File: src/rtl/bf_pointer_unit.sv
// Data-pointer unit for the brainfuck core: run-length pointer moves, direct
// load/clear, and the [>] / [<] scan idioms driven by data-memory reads.
module bf_pointer_unit #(
  parameter int unsigned ADDR_W = 10,
  parameter int unsigned DEPTH  = 1024,
  parameter int unsigned DATA_W = 8,
  parameter bit          WRAP   = 1'b1
) (
  input  logic              clk,
  input  logic              rst,
  input  logic              cmd_valid,
  output logic              cmd_ready,
  input  logic [2:0]        cmd_op,
  input  logic [ADDR_W-1:0] cmd_arg,
  output logic [ADDR_W-1:0] addr,
  output logic              mem_rd_req,
  input  logic              mem_rd_ack,
  input  logic [DATA_W-1:0] mem_rd_data,
  output logic              done,
  output logic              err,
  input  logic              err_clr
);

  localparam logic [2:0] OP_NOP    = 3'd0;
  localparam logic [2:0] OP_INC    = 3'd1;
  localparam logic [2:0] OP_DEC    = 3'd2;
  localparam logic [2:0] OP_LOAD   = 3'd3;
  localparam logic [2:0] OP_CLEAR  = 3'd4;
  localparam logic [2:0] OP_SCAN_R = 3'd5;
  localparam logic [2:0] OP_SCAN_L = 3'd6;

  localparam logic [ADDR_W:0]   DEPTH_W = (ADDR_W+1)'(DEPTH);
  localparam logic [ADDR_W-1:0] LAST    = ADDR_W'(DEPTH - 1);

  typedef enum logic {ST_IDLE, ST_SCAN} state_t;

  state_t            state_q, state_d;
  logic [ADDR_W-1:0] addr_q, addr_d;
  logic [ADDR_W:0]   cnt_q, cnt_d;
  logic              left_q, left_d;
  logic              done_q, done_d;
  logic              err_q, err_d;
  logic              err_set;

  // Shared step datapath: the command argument in IDLE, a unit step in SCAN.
  logic              step_dec;
  logic [ADDR_W-1:0] step_arg;
  logic [ADDR_W:0]   arg_ext, addr_ext, sum_w, cnt_inc;
  logic              arg_big, step_oob, step_err;
  logic [ADDR_W-1:0] step_res;

  always_comb begin
    step_dec = (state_q == ST_SCAN) ? left_q : (cmd_op == OP_DEC);
    step_arg = (state_q == ST_SCAN) ? ADDR_W'(1) : cmd_arg;
    arg_ext  = {1'b0, step_arg};
    addr_ext = {1'b0, addr_q};
    sum_w    = addr_ext + arg_ext;
    arg_big  = (arg_ext >= DEPTH_W);
    step_oob = step_dec ? (arg_ext > addr_ext) : (sum_w >= DEPTH_W);
    step_err = step_oob & ~WRAP;
    cnt_inc  = cnt_q + (ADDR_W+1)'(1);
    if (!step_oob) begin
      step_res = step_dec ? (addr_q - step_arg) : sum_w[ADDR_W-1:0];
    end else if (WRAP) begin
      // Operands are below DEPTH, so one add/subtract of DEPTH lands in range.
      step_res = step_dec ? ADDR_W'(addr_ext + DEPTH_W - arg_ext)
                          : ADDR_W'(sum_w - DEPTH_W);
    end else begin
      step_res = step_dec ? '0 : LAST;
    end
  end

  always_comb begin
    state_d = state_q;
    addr_d  = addr_q;
    cnt_d   = cnt_q;
    left_d  = left_q;
    done_d  = 1'b0;
    err_set = 1'b0;
    case (state_q)
      ST_IDLE: begin
        if (cmd_valid) begin
          case (cmd_op)
            OP_NOP: done_d = 1'b1;
            OP_INC, OP_DEC: begin
              done_d = 1'b1;
              if (arg_big) begin
                err_set = 1'b1;
              end else begin
                addr_d  = step_res;
                err_set = step_err;
              end
            end
            OP_LOAD: begin
              done_d = 1'b1;
              if (arg_big) err_set = 1'b1;
              else         addr_d  = cmd_arg;
            end
            OP_CLEAR: begin
              done_d = 1'b1;
              addr_d = '0;
            end
            OP_SCAN_R, OP_SCAN_L: begin
              state_d = ST_SCAN;
              cnt_d   = '0;
              left_d  = (cmd_op == OP_SCAN_L);
            end
            default: begin
              done_d  = 1'b1;
              err_set = 1'b1;
            end
          endcase
        end
      end
      ST_SCAN: begin
        if (mem_rd_ack) begin
          if (mem_rd_data == '0) begin
            done_d  = 1'b1;
            state_d = ST_IDLE;
          end else if (step_err) begin
            // Saturating mode: stop on the boundary cell.
            done_d  = 1'b1;
            err_set = 1'b1;
            state_d = ST_IDLE;
          end else begin
            addr_d = step_res;
            cnt_d  = cnt_inc;
            // A full lap in wrapping mode means no zero cell exists.
            if (cnt_inc == DEPTH_W) begin
              done_d  = 1'b1;
              err_set = 1'b1;
              state_d = ST_IDLE;
            end
          end
        end
      end
      default: state_d = ST_IDLE;
    endcase
    err_d = err_set | (err_q & ~err_clr);
  end

  always_ff @(posedge clk) begin
    if (rst) begin
      state_q <= ST_IDLE;
      addr_q  <= '0;
      cnt_q   <= '0;
      left_q  <= 1'b0;
      done_q  <= 1'b0;
      err_q   <= 1'b0;
    end else begin
      state_q <= state_d;
      addr_q  <= addr_d;
      cnt_q   <= cnt_d;
      left_q  <= left_d;
      done_q  <= done_d;
      err_q   <= err_d;
    end
  end

  assign cmd_ready  = (state_q == ST_IDLE);
  assign mem_rd_req = (state_q == ST_SCAN);
  assign addr       = addr_q;
  assign done       = done_q;
  assign err        = err_q;

endmodule

File: config.mk
export PLATFORM = sky130hd
export DESIGN_NAME = bf_pointer_unit
export DESIGN_NICKNAME = d
export VERILOG_FILES = /design/src/rtl/bf_pointer_unit.sv
export SDC_FILE = /design/constraint.sdc
export NUM_CORES = 1
export LEC_CHECK = 0
export BUFFER_PORTS_ARGS = -buffer_cell sky130_fd_sc_hd__clkbuf_2
export CORE_MARGIN = 8
export CORE_UTILIZATION = 62
export DETAILED_ROUTE_END_ITERATION = 7
export GPL_ROUTABILITY_DRIVEN = 0
export GPL_TIMING_DRIVEN = 0
export PLACE_DENSITY = 0.91
export REMOVE_ABC_BUFFERS = 1
export SYNTH_ARGS = -nofsm -noshare
export SYNTH_HDL_FRONTEND = slang
export SYNTH_SLANG_ARGS = --single-unit
File: constraint.sdc
create_clock -name clk -period 6.6 [get_ports clk]
set_clock_uncertainty 0.2 [all_clocks]
set_input_delay 0.66 -clock clk [delete_from_list [all_inputs] [get_ports clk]]
set_output_delay 0.66 -clock clk [all_outputs]
set_load 0.1 [all_outputs]
==> flow_summary.json, run 1 <==
{
  "min_period_ps": 3580,
  "routed_via_density": 6.32,
  "die_area_um2": 6270,
  "cp-end-kind": "flip-flop",
  "grt_pass1_vias": 2440,
  "critPathLaunchType": "flip-flop",
  "layout.nets": 392,
  "fillers": 334,
  "path_cells": "inv_1, nand2_1, ha_1, a21o_1, a31oi_1, a21oi_1, a2111oi_0, or4b_1, o211ai_1",
  "netlist.top_cell.by_area": "dfxtp_1",
  "slowest_delay_ps": 720,
  "ys_ff_latch": 25,
  "antenna_cells": 0,
  "yosysWarnings": 0,
  "synthesis.area_um2": 2480,
  "drive_gt1_frac": 0.195,
  "cts_buffer_depth": 2,
  "drt_iter0_markers": 234,
  "globalRouteTotalUtil": 0.200,
  "drc_errors": 0,
  "yosysSeqAreaShare": 0.202,
  "wl_per_cell_um": 15.7,
  "status": "finished clean",
  "cts_hold_buf": 0,
  "grt_max_degree": 22,
  "cts_sinks": 25,
  "fin_util": 0.679,
  "synth_ff_type": "dfxtp_1",
  "area_growth_pct": 7.33,
  "crit_slowest_cell": "dfxtp_1",
  "ant_nets": 0,
  "power_density_nw_per_um2": 206,
  "relSlewSlack": 0.381,
  "cp.required_ps": 6560,
  "max_freq_mhz": 279,
  "finalSetupViolCount": 0,
  "dieHeight_um": 79.2,
  "synthArstFlopShare": 0,
  "io_pins": 40,
  "synth_area_leaders": "dfxtp_1, ha_1, nand2_1",
  "crit_fanout": 14,
  "worst_ir_drop_vdd_mv": 0.159,
  "criticalPathCategory": "flip-flop to flip-flop",
  "worstPathArrival_ps": 3540,
  "rsz0062_at_grt": "false",
  "grt-ovfl-total": 0,
  "vias": 2482,
  "cts_tree": "built",
  "synth_top_area_share": 0.202,
  "worst_slew_pin_slew_ps": 929,
  "ctsResizeCount": 0,
  "period_share": 0.542,
  "finalHoldViolCount": 0,
  "setup_tns_ps": 0,
  "die_w_um": 79.2,
  "clock_latency_ps": 280,
  "drt_wl_total_mm": 6.18,
  "start_util": 0.633,
  "hold_path_class": "flip-flop to flip-flop",
  "syn_inst": 313,
  "cts-htree-levels": 1,
  "clkSlewWorstSetupHoldPaths_ps": 90,
  "ys_types": 80,
  "rows": 23,
  "slew_violations": 0,
  "finalPower_w": 0.000548,
  "cap_violations": 0,
  "numCtsBuffers": 3,
  "clockRootBuffer": "clkbuf_8",
  "io_buffers": 39,
  "antenna_found_initial": 0,
  "core-area_um2": 3910,
  "post_cts_buffers": 0,
  "hold_slack_ps": 340,
  "syn_avg_cell_area_um2": 7.91,
  "cellLeakagePower_nw": 1.13,
  "hpwl_mm": 4.62,
  "synth_edf_count": 0,
  "first_pass_iters": 4,
  "grt_pass1_wl_mm": 10.6
}
-- area by class of cell --
cell class                      count  area [µm²]  share of cell area
Multi-Input combinational cell    254        1770               0.668
Sequential cell                    25         500               0.188
Timing Repair Buffer               39         195              0.0734
Inverter                           21        78.8              0.0297
Tap cell                           50        62.6              0.0235
Clock buffer                        3        41.3              0.0155
Clock inverter                      1        5.00             0.00188
-- path summary, 6_finish.rpt --
| path | startpoint | endpoint | slack [ps] | depth (start not counted) |
|---|---|---|---|---|
| min | cnt_q[10] | cnt_q[10] | 340 | 2 |
| max reg2reg | mem_rd_req | addr[7] | 3020 | 9 |
| max | mem_rd_req | addr[7] | 3020 | 9 |
| min reg2reg | cnt_q[10] | cnt_q[10] | 340 | 2 |
-- kinds of logic (layout without fill, tap and decap cells) --
family / count (synthesis) / count (layout) / share of synthesized area
AO/OA/AOI/OAI: 107 / 107 / 0.305
XOR/XNOR: 6 / 6 / 0.0212
adder cells (fa/ha/maj): 22 / 22 / 0.117
buffers and inverters: 34 / 64 / 0.0813
flip-flops: 25 / 25 / 0.202
multiplexers: 1 / 1 / 0.00404
AND/OR/NAND/NOR: 118 / 118 / 0.269
-- cell usage in the layout (no fill, tap or decap), types with 7 or more instances in the layout --
| master | n |
|---|---|
| inv_1 | 20 |
| nor2_1 | 26 |
| or3_1 | 7 |
| dfxtp_1 | 25 |
| o21ai_0 | 10 |
| ha_1 | 20 |
| nand2_1 | 33 |
| o21ai_1 | 15 |
| clkbuf_2 | 39 |
| nand3_1 | 7 |
| a21oi_1 | 22 |
-- power by group --
| group | total, W | internal (W) | switching, W |
|---|---|---|---|
| registers | 0.000177 | 0.000162 | 0.0000148 |
| clock network | 0.0000972 | 0.0000424 | 0.0000548 |
| logic | 0.000274 | 0.0000825 | 0.000191 |
| total | 0.000548 | 0.000287 | 0.000261 |
-- sequential cells by signal (all words and copies together), names as in the netlist --
name,flops
cnt_q,11
addr,10
done,1
err,1
left_q,1
mem_rd_req,1
-- per-layer routing --
metal / wire (µm) / track usage / vias to the layer above
met5: 0 / 0 / -
met4: 65 / 0.0648 / 0
met3: 373 / 0.0327 / 8
met2: 3030 / 0.353 / 89
met1: 2710 / 0.240 / 1156
li1: - / - / 1229
-- cells in the mapped netlist, types with 4 or more instances --
| cell type | n |
|---|---|
| nor3_1 | 6 |
| o211ai_1 | 4 |
| nor2b_1 | 4 |
| a31oi_1 | 5 |
| or3_1 | 7 |
| ha_1 | 20 |
| nand2_1 | 33 |
| nand3_1 | 7 |
| a21oi_1 | 22 |
| nor2_1 | 26 |
| inv_1 | 20 |
| buf_6 | 4 |
| nand3b_1 | 5 |
| o21ai_0 | 10 |
| dfxtp_1 | 25 |
| a21o_1 | 4 |
| o21ai_1 | 15 |
-- critical path: cells and delay by family (launching register included) --
family / cells / cell delay, ps
AOI/OAI and AO/OA: 5 / 1350
adders and majority gates: 1 / 350
buffers and inverters: 1 / 430
DFF: 1 / 720
and+or+nand+nor: 2 / 390
-- stage by stage --
step / instance area, µm² / setup WS, ps / cells
global placement: 2610 / 3150 / 389
finish: 2660 / 3020 / 393
CTS: 2660 / 3030 / 393
global route: 2660 / 2760 / 393
detailed placement: 2610 / 3050 / 389
floorplan: 2350 / 2330 / 300
Note: power is estimated with default switching activity, not from simulation.
==> run 2, diff against run 1 <==
--- a/config.mk
+++ b/config.mk
@@ -7,11 +7,11 @@
 export LEC_CHECK = 0
 export BUFFER_PORTS_ARGS = -buffer_cell sky130_fd_sc_hd__clkbuf_2
 export CORE_MARGIN = 8
-export CORE_UTILIZATION = 62
+export CORE_UTILIZATION = 57
 export DETAILED_ROUTE_END_ITERATION = 7
 export GPL_ROUTABILITY_DRIVEN = 0
 export GPL_TIMING_DRIVEN = 0
-export PLACE_DENSITY = 0.91
+export PLACE_DENSITY = 0.85
 export REMOVE_ABC_BUFFERS = 1
 export SYNTH_ARGS = -nofsm -noshare
 export SYNTH_HDL_FRONTEND = slang
==> constraint.sdc (replaced) <==
create_clock -name clk -period 3.7 [get_ports clk]
set_clock_uncertainty 0.2 [all_clocks]
set_input_delay 0.37 -clock clk [delete_from_list [all_inputs] [get_ports clk]]
set_output_delay 0.37 -clock clk [all_outputs]
set_load 0.1 [all_outputs]
==> flow_summary.json, run 2 (synthesis results as in run 1) <==
{
  "status": "finished clean",
  "drt_wl_total_mm": 6.31,
  "cts-htree-levels": 1,
  "clockRootBuffer": "clkbuf_8",
  "grt_pass1_vias": 2226,
  "dp_cells": 391,
  "worst_ir_drop_vdd_mv": 0.161,
  "vias": 2460,
  "grt_pass1_wl_mm": 10.3,
  "layout.nets": 392,
  "ant_nets": 0,
  "relSlewSlack": 0.349,
  "drc_errors": 0,
  "period_share": 0.907,
  "grt_max_degree": 22,
  "wl_per_cell_um": 16.0,
  "first_pass_iters": 4,
  "rsz0062_at_grt": "false",
  "globalRouteTotalUtil": 0.189,
  "crit_fanout": 14,
  "finalSetupViolCount": 0,
  "worstPathArrival_ps": 3360,
  "power_density_nw_per_um2": 370,
  "drive_gt1_frac": 0.198,
  "cap_violations": 0,
  "criticalPathCategory": "flip-flop to flip-flop",
  "layout_commonest_cell": "clkbuf_2",
  "layout.cells.non_filler": 395,
  "cts_tree": "built",
  "path_cells": "inv_1, nand2_1, ha_1, a21o_1, a31oi_1, a21oi_1, a2111oi_0, o21ai_0, o211ai_1",
  "slowest_delay_ps": 550,
  "io_pins": 40,
  "worst_slew_pin_slew_ps": 977,
  "clkSlewWorstSetupHoldPaths_ps": 100,
  "finalHoldViolCount": 0,
  "hold_path_class": "input port to flip-flop",
  "area_growth_pct": 7.58,
  "max_freq_mhz": 298,
  "hpwl_mm": 4.67,
  "setup_tns_ps": 0,
  "slew_violations": 0,
  "die_area_um2": 6710,
  "cp.required_ps": 3700,
  "clock_latency_ps": 280,
  "die_w_um": 81.9,
  "cts_buffer_depth": 2,
  "cts_sinks": 25,
  "largest_reg_flops": 11,
  "start_util": 0.581,
  "pre_cts_slack_ps": 236,
  "regMostFlops": "cnt_q",
  "io_buffers": 39,
  "numCtsBuffers": 3,
  "core-area_um2": 4260,
  "antenna_found_initial": 0,
  "finalWorstSetupSlack_ps": 342,
  "routed_via_density": 6.23,
  "rows": 24,
  "dieHeight_um": 81.9,
  "grt-ovfl-total": 0,
  "cellLeakagePower_nw": 1.12,
  "cp-end-kind": "flip-flop",
  "critPathLaunchType": "flip-flop",
  "antenna_cells": 0,
  "mostFrequentLayoutCells": "clkbuf_2, nand2_1, nor2_1, dfxtp_1, a21oi_1",
  "min_period_ps": 3360,
  "drt_iter0_markers": 199,
  "crit_slowest_cell": "a2111oi_0"
}
-- run 2: cell count changes in the layout (fill, tap and decap cells not counted), sizes merged --
| cell | previous run | this run |
|---|---|---|
| clkinv | 1 | 0 |
| clkinvlp | 0 | 1 |
-- run 2: critical path, delay by kind of cell (launching register included) --
| kind | cells | cell delay [ps] |
|---|---|---|
| DFF | 1 | 430 |
| buffers and inverters | 1 | 410 |
| and+or+nand+nor | 1 | 140 |
| AOI/OAI and AO/OA | 6 | 1680 |
| adders and majority gates | 1 | 430 |
-- run 2: metal layers --
layer  track usage  vias up  routed length (µm)
met4        0.0439        0                  74
met2         0.319       91                2990
met1         0.242     1135                2750
li1              -     1226                   -
met5             0        -                   0
met3        0.0361        8                 488
-- run 2: worst paths after layout --
check,from,endpoint,slack (ps),cells after the start
worst max register to register,mem_rd_req,addr[7],340,9
worst min-delay path,cmd_arg[1],addr[1],150,3
worst max-delay path,mem_rd_req,addr[7],340,9
worst min register to register,cnt_q[10],cnt_q[10],310,2
-- run 2: per-stage QoR --
| step | power [W] | cell area (µm²) | hold WS, ps | util |
|---|---|---|---|---|
| after floorplan | 0.000704 | 2350 | 239 | - |
| after global placement | 0.000797 | 2610 | 285 | 0.613 |
| after detailed placement | 0.000806 | 2610 | 291 | 0.613 |
| after CTS | 0.000984 | 2660 | 139 | 0.624 |
| after global routing | 0.00104 | 2660 | 158 | 0.625 |
| final | 0.000985 | 2660 | 146 | 0.625 |
-- run 2: power by group --
part / leakage, nW / internal, W / switching (W)
combinational: 0.897 / 0.000148 / 0.000344
sequential: 0.204 / 0.000290 / 0.0000273
clock: 0.0217 / 0.0000766 / 0.000101
-- run 2: final cells by class --
type / instances / area (µm²)
clock buffer: 3 / 41.3
sequential: 25 / 502
multi-input combinational: 254 / 1770
clock inverter: 1 / 7.51
fill: 393 / 1600
tap: 52 / 65.1
inverter: 21 / 78.8
timing repair buffer: 39 / 195
-- run 2: repair_timing --
| item | in CTS | in global routing |
|---|---|---|
| hold buffers | 0 | 0 |
| setup endpoints to repair | 0 | 1 |
| setup buffers | 0 | 0 |
| endpoints found under the hold margin | 0 | 0 |
| resized for setup | 0 | 1 |
